`src/rtl/sram_sched.sv`:
```
// sram_sched: time-slot scheduler sharing one async SRAM between video fetch, CPU and loader
module sram_sched #(
  parameter int AW = 21
) (
  input  logic          clock,
  input  logic          reset,
  input  logic          ce,
  input  logic [AW-1:0] vidA,
  output logic [7:0]    vidQ,
  output logic          vidValid,
  input  logic          cpuRd,
  input  logic          cpuWr,
  input  logic [AW-1:0] cpuA,
  input  logic [7:0]    cpuD,
  output logic [7:0]    cpuQ,
  output logic          cpuAck,
  input  logic          iniBusy,
  input  logic          iniWr,
  input  logic [AW-1:0] iniA,
  input  logic [7:0]    iniD,
  output logic          iniOvf,
  output logic [AW-1:0] sramA,
  output logic          sramOe,
  output logic          sramWe,
  output logic          sramUb,
  output logic          sramLb,
  output logic [15:0]   sramDqO,
  output logic          sramDqOe,
  input  logic [15:0]   sramDqI
);
  typedef enum logic [1:0] {NONE, CPU_RD, CPU_WR, INI_WR} acc_t;
  logic [2:0]    phase, phase_nx;
  acc_t          acc, acc_nx;
  logic          done, wr_nx, vid_cap, ini_full, ini_done;
  logic [AW-1:0] ini_a;
  logic [7:0]    ini_d;
  logic          unused_hi;
  assign sramUb = 1'b1;
  assign sramLb = 1'b0;
  assign unused_hi = ^sramDqI[15:8];
  // next phase and shared-slot grant; the grant is taken on the edge entering phase 4
  always_comb begin
    phase_nx = ce ? 3'd0 : (phase == 3'd7 ? 3'd7 : phase + 3'd1);
    done = acc != NONE && phase == 3'd7;
    acc_nx = acc;
    if (ce || done) acc_nx = NONE;
    else if (phase == 3'd3) acc_nx = iniBusy ? (ini_full ? INI_WR : NONE) : cpuWr ? CPU_WR : cpuRd ? CPU_RD : NONE;
    wr_nx = acc_nx == CPU_WR || acc_nx == INI_WR;
    vid_cap = phase == 3'd3 && !ce;
    ini_done = done && acc == INI_WR;
  end
  // phase counter and access in progress
  always_ff @(posedge clock) begin
    if (reset) begin
      phase <= 3'd7;
      acc <= NONE;
    end else begin
      phase <= phase_nx;
      acc <= acc_nx;
    end
  end
  // one-entry loader buffer; a strobe on the completing clock refills it, otherwise a full buffer drops it
  always_ff @(posedge clock) begin
    if (reset) begin
      ini_full <= 1'b0;
      ini_a <= '0;
      ini_d <= '0;
      iniOvf <= 1'b0;
    end else begin
      if (iniWr && (!ini_full || ini_done)) begin
        ini_full <= 1'b1;
        ini_a <= iniA;
        ini_d <= iniD;
      end else if (ini_done) ini_full <= 1'b0;
      if (iniWr && ini_full && !ini_done) iniOvf <= 1'b1;
    end
  end
  // registered SRAM pins and result capture, all derived from the next phase/access
  always_ff @(posedge clock) begin
    if (reset) begin
      sramA <= '0;
      sramOe <= 1'b1;
      sramWe <= 1'b1;
      sramDqOe <= 1'b0;
      sramDqO <= '0;
      vidQ <= '0;
      vidValid <= 1'b0;
      cpuQ <= '0;
      cpuAck <= 1'b0;
    end else begin
      sramOe <= !(phase_nx <= 3'd3 || acc_nx == CPU_RD);
      sramWe <= !(wr_nx && (phase_nx == 3'd5 || phase_nx == 3'd6));
      sramDqOe <= wr_nx;
      if (ce) sramA <= vidA;
      else if (phase == 3'd3 && acc_nx != NONE) sramA <= acc_nx == INI_WR ? ini_a : cpuA;
      if (phase == 3'd3 && wr_nx) sramDqO <= {2{acc_nx == INI_WR ? ini_d : cpuD}};
      vidValid <= vid_cap;
      if (vid_cap) vidQ <= sramDqI[7:0];
      cpuAck <= done && acc != INI_WR;
      if (done && acc == CPU_RD) cpuQ <= sramDqI[7:0];
    end
  end
endmodule

```
`config.mk`:
```
export PLATFORM = sky130hd
export DESIGN_NAME = sram_sched
export DESIGN_NICKNAME = d
export VERILOG_FILES = /design/src/rtl/sram_sched.sv
export SDC_FILE = /design/constraint.sdc
export NUM_CORES = 1
export LEC_CHECK = 0
export CORE_ASPECT_RATIO = 1.1
export CORE_MARGIN = 2
export CORE_UTILIZATION = 47
export DETAILED_ROUTE_END_ITERATION = 10
export PLACE_DENSITY = 0.86
export SLEW_MARGIN = 25
export SYNTH_ARGS = -nofsm -noshare
export SYNTH_HDL_FRONTEND = slang
export SYNTH_SLANG_ARGS = --single-unit
```
`constraint.sdc`:
```
create_clock -name clock -period 4.7 [get_ports clock]
set_clock_uncertainty 0.1 [all_clocks]
set_input_delay 0.94 -clock clock [delete_from_list [all_inputs] [get_ports clock]]
set_output_delay 0.94 -clock clock [all_outputs]
set_load 0.005 [all_outputs]
```
After elaboration in Yosys (flattened, before gate mapping)
Cells that the tools add are included.
{"block": "totals", "wordCells": 66, "ff_bits": 94, "out_inout_bits": 61}
{"block": "op_classes", "magnitude_cmp": 1, "n_eq_ne": 10, "n_reduce_logical": 25, "n_mux": 14, "addsub": 1}
{"cell": "21-bit two-way mux", "count": 3}
{"cell": "1-bit logical AND", "count": 11}
{"cell": "2-bit two-way mux", "count": 5}
{"cell": "3-bit equality test, second input constant", "count": 3}
{"cell": "8-bit two-way mux", "count": 1}
{"cell": "2-bit nonzero test", "count": 4}
{"cell": "2-bit equality test, second input constant", "count": 3}
{"cell": "3-bit two-way mux", "count": 2}
{"cell": "1-bit logical NOT", "count": 5}
{"cell": "1-bit logical OR", "count": 5}
{"cell": "2-bit by 1-bit equality test with 1-bit output, second input constant", "count": 2}
{"cell": "3-bit by 1-bit adder with 3-bit output, second input constant", "count": 1}
{"cell": "3-bit by 2-bit equality test with 1-bit output, second input constant", "count": 1}
{"cell": "3-bit by 2-bit less-or-equal comparator with 1-bit output, second input constant", "count": 1}
{"cell": "1-bit two-way mux", "count": 3}
{"cell": "2-bit inequality test, second input constant", "count": 1}

Logic depth before layout (Yosys ltp)
Gate-level depths: netlist (run 1).
{"block": "depth", "word_depth": 9, "ltp_mapped": 9}

Worst setup path after synthesis (run 1)
Ideal clock, no wire load.
{"block": "synth_timing", "path_type": "input -> register", "start": "input cpuWr", "end": "register sramDqO[7]", "required_time_ns": 4.509, "cell_stages": 5, "arrival_ns": 2.115, "setup_time_ns": 0.091, "slack_ns": 2.394, "path_cell_list": "or2b_1 > a2111oi_4 > buf_6 > nor2_1 > a311oi_1"}
{"block": "synth_between", "elab_chain_cells": 7, "word_cells_on_any_way": 9}
{"item": "start: declaration", "line_no": "12", "source": "input logic cpuWr,"}
{"item": "2-bit two-way mux * (3 in series)", "line_no": "47", "source": "else if (phase == 3'd3) acc_nx = iniBusy ? (ini_full ? INI_WR : NONE) : cpuWr ? CPU_WR : cpuRd ? CPU_RD : NONE ..."}
{"item": "2-bit two-way mux *", "line_no": "46", "source": "if (ce || done) acc_nx = NONE;"}
{"item": "2-bit equality test, on equally long branches", "line_no": "48, 96"}
{"item": "1-bit logical OR", "line_no": "48", "source": "wr_nx = acc_nx == CPU_WR || acc_nx == INI_WR;"}
{"item": "1-bit logical AND", "line_no": "96", "source": "if (phase == 3'd3 && wr_nx) sramDqO <= {2{acc_nx == INI_WR ? ini_d : cpuD}};"}
{"item": "end signal: assignment", "line_no": "96"}
{"item": "end: declaration", "line_no": "27", "source": "output logic [15:0] sramDqO,"}
Mark *: on every way between the ends. The rest lies on a longest branch, timed or not.
A chain may end at the register's enable or synchronous reset.

Worst setup path in the final report (run 1)
{"block": "layout_timing", "start": "input iniBusy", "end": "register sramA[1]"}
{"block": "layout_between", "elab_chain_cells": 7, "word_cells_on_any_way": 10}
{"item": "start: declaration", "line_no": "17", "source": "input logic iniBusy,"}
{"item": "2-bit two-way mux * (2 in series)", "line_no": "47"}
{"item": "2-bit two-way mux *", "line_no": "46"}
{"item": "2-bit equality test", "line_no": "95", "source": "else if (phase == 3'd3 && acc_nx != NONE) sramA <= acc_nx == INI_WR ? ini_a : cpuA;"}
{"item": "21-bit two-way mux (2 in series)", "line_no": "95"}
{"item": "21-bit two-way mux", "line_no": "94", "source": "if (ce) sramA <= vidA;"}
{"item": "end signal: assignment", "line_no": "94"}
{"item": "end signal: assignment", "line_no": "95"}
{"item": "end: declaration", "line_no": "22", "source": "output logic [AW-1:0] sramA,"}
Mark *: on every way between the ends. The rest lies on a longest branch, timed or not. The select of a mux whose other input is x is not followed.

==> run_results.csv, run 1 <==
group,metric,value,unit
yosys,syn_nets,539,
timing,tightestPinTransition,1.01,ns
setup_path,worstPathArrival,3.11,ns
setup_path,slowest_stage,"mux2i_4",
floorplanning,rows,35,
final_layout,multi_input_area,2100,um2
setup_path,r2r-start,"phase[0]",
timing,slew_headroom,0.326,
yosys,ys_top_cells_by_count,"dfxtp_1, nand2_1, nor2_1",
final_layout,antenna_cells,0,
grt,antenna_found_initial,0,
setup_path,cp_data_required_time,4.85,ns
drt,drt_iter0_drc,153,
clock_network,post_cts_resized,0,
clock_network,htreeDepth,3,
power_and_ir_drop,p_leak,0.00200,uW
floorplanning,initial_utilization,0.488,
final_layout,seqCellArea,1720,um2
floorplanning,core,8410,um2
clock_network,cts_tree,"yes",
setup_path,startpoint_type,"input pin",
yosys,yosysSeqAreaShare,0.420,
floorplanning,die_h,102,um
clock_network,cts_num_sinks,86,
setup_path,r2r_setup_slack,1.98,ns
setup_path,end_kind,"flop",
setup_path,r2r_cells,6,
setup_path,cp.buffers_inverters,1,
place,postPlaceCellArea,5500,um2
setup_path,path_cells,"clkdlybuf4s50_1 -> nand2_1 -> mux2i_4 -> a211oi_1 -> o41ai_1",
min_path,hp-start,"cpuQ[0]",
place,port_buffers,152,
clock_network,cts_made_buffers,9,
final_layout,final_nets,651,
final_layout,fillCellCount,654,
yosys,ys_async_sr_fraction,0,
drt,drc,0,
setup_path,crit_family,"multiplexers",
grt,gr-total-overflow,0,
final_layout,drive_gt1_frac,0.123,
yosys,synth.avg_cell_area,9.40,um2
min_path,whs_path_depth,2,
final_layout,final_cells,664,
setup_path,worstReg2RegEnd,"ini_a[7]",
timing,whs,0.359,ns
power_and_ir_drop,p_per_area,291,nW/um2
timing,slew_violations,0,
timing,fmaxAchievable,0.338,GHz
yosys,synth_flop_cell,"dfxtp_1",
yosys,synth.distinct_cells,43,
min_path,min_delay_worst_endpoint,"cpuQ[0]",
place,place_congestion,0.787,
floorplanning,pin_count,163,
timing,finalSetupTns,0,ns
floorplanning,die_w,93.1,um
grt,grt_max_degree,86,
setup_path,crit_type,"in -> reg",
yosys,syn_area,4100,um2
final_layout,area_growth,39.8,%
yosys,synth.area.top_cells,"dfxtp_1, mux2i_1, o41ai_2",
yosys,syn_inst,436,
clock_network,postCtsSetupBuffers,0,
grt,grt_pass1_wl,17700,um
drt,wirelength,11100,um
timing,rsz0062_at_grt,"false",
outcome,status,"finished, final reports clean",
drt,vias,3699,
setup_path,max_stage_delay,0.81,ns
final_layout,design_area,5730,um2
drt,firstDrtPassIters,5,
place,placed_cells,648,
timing,timing.final.crit_share,0.629,
yosys,synth_top_cell_by_area,"dfxtp_1",
grt,grt_pass1_vias,3614,
yosys,synth_top_area_frac,0.420,
yosys,synth_edf_count,0,
place,dpl.hpwl,7470,um
setup_path,path_max_fanout,29,
drt,viasPerCell,5.57,
clock_network,cts_root_buf,"clkbuf_8",
min_path,worstHoldPathType,"reg -> reg",
clock_network,clk-insertion-delay-late,0.35,ns
grt,grt_usage,0.233,
clock_network,clkTransAtPathRegs,0.09,ns
clock_network,ctsHoldBuffers,0,
flow_run,max-cap-violations,0,
clock_network,clockBufferDepth,2,
drt,wl_per_cell,16.7,um
floorplanning,dieArea,9490,um2
timing,final-hold-violation-count,0,
yosys,synth_seq_cells,86,
power_and_ir_drop,vdd_drop_max,0.000202,V
yosys,ys_warn_count,0,
drt,antenna_left,0,
timing,layout_min_cycle_time,2.96,ns
yosys,synth_most_common_cell,"dfxtp_1",
timing,final-setup-viol-count,0,
[metrics by stage]
stage          worst slack, ns  total power [uW]   util
3_3_place_gp              1.49              1080  0.654
6_report                  1.74              1670  0.682
3_5_place_dp              1.40              1080  0.654
4_1_cts                   1.79              1680  0.682
5_1_grt                   1.55              1730  0.682
2_1_floorplan             2.39               944      -
[cell families (layout without fill, tap and decap cells)]
family                   count (synthesis)  after routing  synth area share
AO/OA/AOI/OAI                          115            115             0.224
other                                    2              2           0.00183
AND/OR/NAND/NOR                        143            143             0.191
multiplexers                            31             31            0.0760
adder cells (fa/ha/maj)                  1              1           0.00305
flip-flops                              86             86             0.420
XOR/XNOR                                 3              3           0.00641
buffers and inverters                   55            172            0.0775
[state kept, by name, indices dropped and copies added (netlist names)]
name / count
ini_a: 21
sramA: 21
cpuQ: 8
ini_d: 8
sramDqO: 8
vidQ: 8
phase: 3
acc: 2
cpuAck: 1
iniOvf: 1
ini_full: 1
sramDqOe: 1
sramOe: 1
sramWe: 1
vidValid: 1
[layer usage]
metal	up-vias	track usage	part of all wire
met5	-	0	0
li1	1798	-	-
met1	1771	0.279	0.42
met3	17	0.0413	0.043
met4	0	0.0860	0.019
met2	113	0.420	0.52
[layout by cell type (no fill, tap or decap), drive strengths merged, types with 2 or more instances in the layout]
| cell | n |
|---|---|
| nand2 | 49 |
| xnor2 | 2 |
| bufinv | 2 |
| buf | 6 |
| or2 | 2 |
| o21ai | 16 |
| a21oi | 40 |
| nor2 | 46 |
| nor4 | 23 |
| a311oi | 8 |
| clkdlybuf4s50 | 150 |
| dfxtp | 86 |
| clkinv | 2 |
| clkbuf | 11 |
| a21boi | 2 |
| nand3 | 9 |
| a211oi | 21 |
| nor2b | 2 |
| mux2i | 30 |
| o41ai | 21 |
| o21bai | 2 |
| nor3 | 4 |
| conb | 2 |
| nor4b | 2 |
[final cells by class]
class	instances	area share
repair buffers	156	0.269
clock buffers	11	0.0264
flip-flops and latches	86	0.300
clock inverters	5	0.0142
well taps	111	0.0242
multi-input cells	295	0.366
[worst max-delay path by stage]
stage | from | end | slack, ns | cells past startpoint
after CTS | iniBusy | sramA[15] | 1.79 | 5
final | iniBusy | sramA[1] | 1.74 | 5
after global routing | iniBusy | sramA[1] | 1.55 | 5
after global placement | iniBusy | sramA[15] | 1.49 | 5
after floorplan | cpuWr | sramDqO[7] | 2.39 | 5
after detailed placement | iniBusy | sramA[1] | 1.40 | 5
[worst register-to-register path, delay by kind of cell, from the launching register on]
family | cells | cell delay, ns
mux | 1 | 0.24
buf+inv | 1 | 0.38
flops | 1 | 0.38
simple gates | 2 | 0.34
fa+ha+maj | 1 | 0.39
compound gates | 1 | 0.74
[power by group]
| group | switching, uW | total, uW | internal [uW] | leakage, uW |
|---|---|---|---|---|
| combinational | 128 | 282 | 154 | 0.00118 |
| clock | 269 | 597 | 329 | 0.000116 |
| sequential | 23.4 | 788 | 765 | 0.000704 |
Power figures use the tool's default switching activity.
==> run 2: changes to the inputs <==
Settings changed: CORE_UTILIZATION 47 to 44, PLACE_DENSITY 0.86 to 0.81.
Clock period 4.7 ns to 3.1 ns, I/O delays scaled along.
==> run 2 against run 1 <==
Effect of this change: critical path depth up 1; sequential power up 52%; via count up 0.41%; routed wire length up 2.6%; hold slack better by 0.00072 ns; count of clock-buffer cells in the layout up 1; worst setup slack worse by 1.2 ns; non-clock buffer count up 10; largest cell class unchanged.
==> run_results.csv, run 2 (synthesized netlist as in run 1, its figures left out) <==
group,metric,value,unit
grt,grt_max_degree,52,
final_layout,final_cells,677,
timing,rsz0062_at_grt,"false",
min_path,worstHoldPathType,"reg -> reg",
outcome,status,"finished, final reports clean",
floorplanning,core,8960,um2
place,dpl.hpwl,8050,um
setup_path,end_kind,"flop",
drt,drt_iter0_drc,140,
clock_network,cts_root_buf,"clkbuf_8",
drt,vias,3714,
clock_network,clk-insertion-delay-late,0.35,ns
setup_path,crit_path_start,"phase[0]",
grt,grt_pass1_vias,3828,
clock_network,htreeDepth,3,
final_layout,fin_util,0.649,
setup_path,max_stage_delay,0.44,ns
final_layout,area_growth,41.8,%
final_layout,drive_gt1_frac,0.137,
setup_path,slowest_stage,"or2_2",
timing,setup_slack,0.551,ns
grt,grt_pass1_wl,18300,um
grt,gr-total-overflow,0,
timing,slew_violations,0,
place,place_ws,0.360,ns
timing,tightestPinTransition,0.870,ns
setup_path,cp_data_required_time,3.23,ns
grt,grt_usage,0.229,
setup_path,worstPathArrival,2.68,ns
timing,final-hold-violation-count,0,
drt,wl_per_cell,16.9,um
drt,drc,0,
grt,antenna_found_initial,0,
final_layout,mostFrequentLayoutCells,"clkdlybuf4s50_1, dfxtp_1, nand2_1",
timing,timing.final.crit_share,0.822,
floorplanning,rows,36,
final_layout,biggestRegsByFlops,"ini_a (21), sramA (21)",
clock_network,postCtsSetupBuffers,0,
clock_network,cts_tree,"yes",
setup_path,r2r-start,"phase[0]",
clock_network,clkTransAtPathRegs,0.09,ns
clock_network,post_cts_resized,0,
drt,viasPerCell,5.49,
drt,wirelength,11400,um
setup_path,startpoint_type,"flop",
clock_network,ctsHoldBuffers,0,
floorplanning,initial_utilization,0.457,
flow_run,max-cap-violations,0,
final_layout,antenna_cells,0,
clock_network,cts_made_buffers,9,
drt,antenna_left,0,
setup_path,crit_type,"reg -> reg",
floorplanning,dieArea,10100,um2
floorplanning,die_w,96.0,um
final_layout,final_nets,661,
floorplanning,die_h,105,um
place,place_congestion,0.820,
clock_network,clockBufferDepth,2,
power_and_ir_drop,p_leak,0.00205,uW
final_layout,layout_commonest_cell,"clkdlybuf4s50_1",
drt,firstDrtPassIters,4,
floorplanning,pin_count,163,
min_path,hp-start,"cpuQ[5]",
setup_path,path_max_fanout,18,
setup_path,path_cells,"ha_1 -> o211a_1 -> or2_2 -> buf_4 -> nor4_1 -> o41ai_1",
timing,final-setup-viol-count,0,
place,placed_cells,661,
timing,finalSetupTns,0,ns
place,port_buffers,152,
power_and_ir_drop,vdd_drop_max,0.000234,V
timing,layout_min_cycle_time,2.55,ns
timing,fmaxAchievable,0.392,GHz
clock_network,cts_num_sinks,86,
final_layout,fillCellCount,753,
power_and_ir_drop,p_per_area,420,nW/um2
timing,slew_headroom,0.419,
==> run 2: cell count changes in the layout (fill, tap and decap cells not counted) <==
cell and delta:
buf_4 +8, buf_12 +2, bufinv_16 -1, clkbuf_1 +1, clkinv_2 -1, clkinv_4 -1
clkinvlp_4 +1, inv_6 +1
==> run 2: area by class of cell <==
| type | count | area [um2] | share of cell area |
|---|---|---|---|
| Multi-Input combinational cell | 295 | 2100 | 0.361 |
| Sequential cell | 86 | 1720 | 0.296 |
| Timing Repair Buffer | 166 | 1640 | 0.283 |
| Clock buffer | 12 | 155 | 0.0267 |
| Tap cell | 114 | 143 | 0.0245 |
| Clock inverter | 4 | 53.8 | 0.00926 |
==> run 2: routing by layer <==
layer	routed length (um)	vias to the layer above	track usage
met2	5880	123	0.401
met4	260	0	0.0857
met3	674	18	0.0565
met1	4600	1761	0.263
li1	-	1812	-
met5	0	-	0
==> run 2: critical path: cells and delay by family, from the launching register on <==
kind                       cells  cell delay [ns]
and+or+nand+nor                2             0.54
AOI/OAI and AO/OA              2             0.66
DFF                            1             0.38
adders and majority gates      1             0.38
buffers and inverters          1             0.36
==> run 2: path summary, 6_finish.rpt <==
check,cells past startpoint,endpoint,slack (ns)
max,6,sramA[2],0.55
min,2,cpuQ[5],0.36
max reg2reg,6,sramA[2],0.55
min reg2reg,2,cpuQ[5],0.36
==> run 2: metrics by stage <==
step,instance area [um2],power [uW],hold WS [ns]
6_report,5810,2440,0.360
5_1_grt,5810,2550,0.379
4_1_cts,5810,2470,0.361
3_5_place_dp,5600,1660,0.337
3_3_place_gp,5600,1640,0.331
2_1_floorplan,4100,1430,0.343
==> run 2: power breakdown <==
group	switching [uW]	internal [uW]
Combinational	194	243
Sequential	35.9	1160
Clock	392	420
Total	622	1820
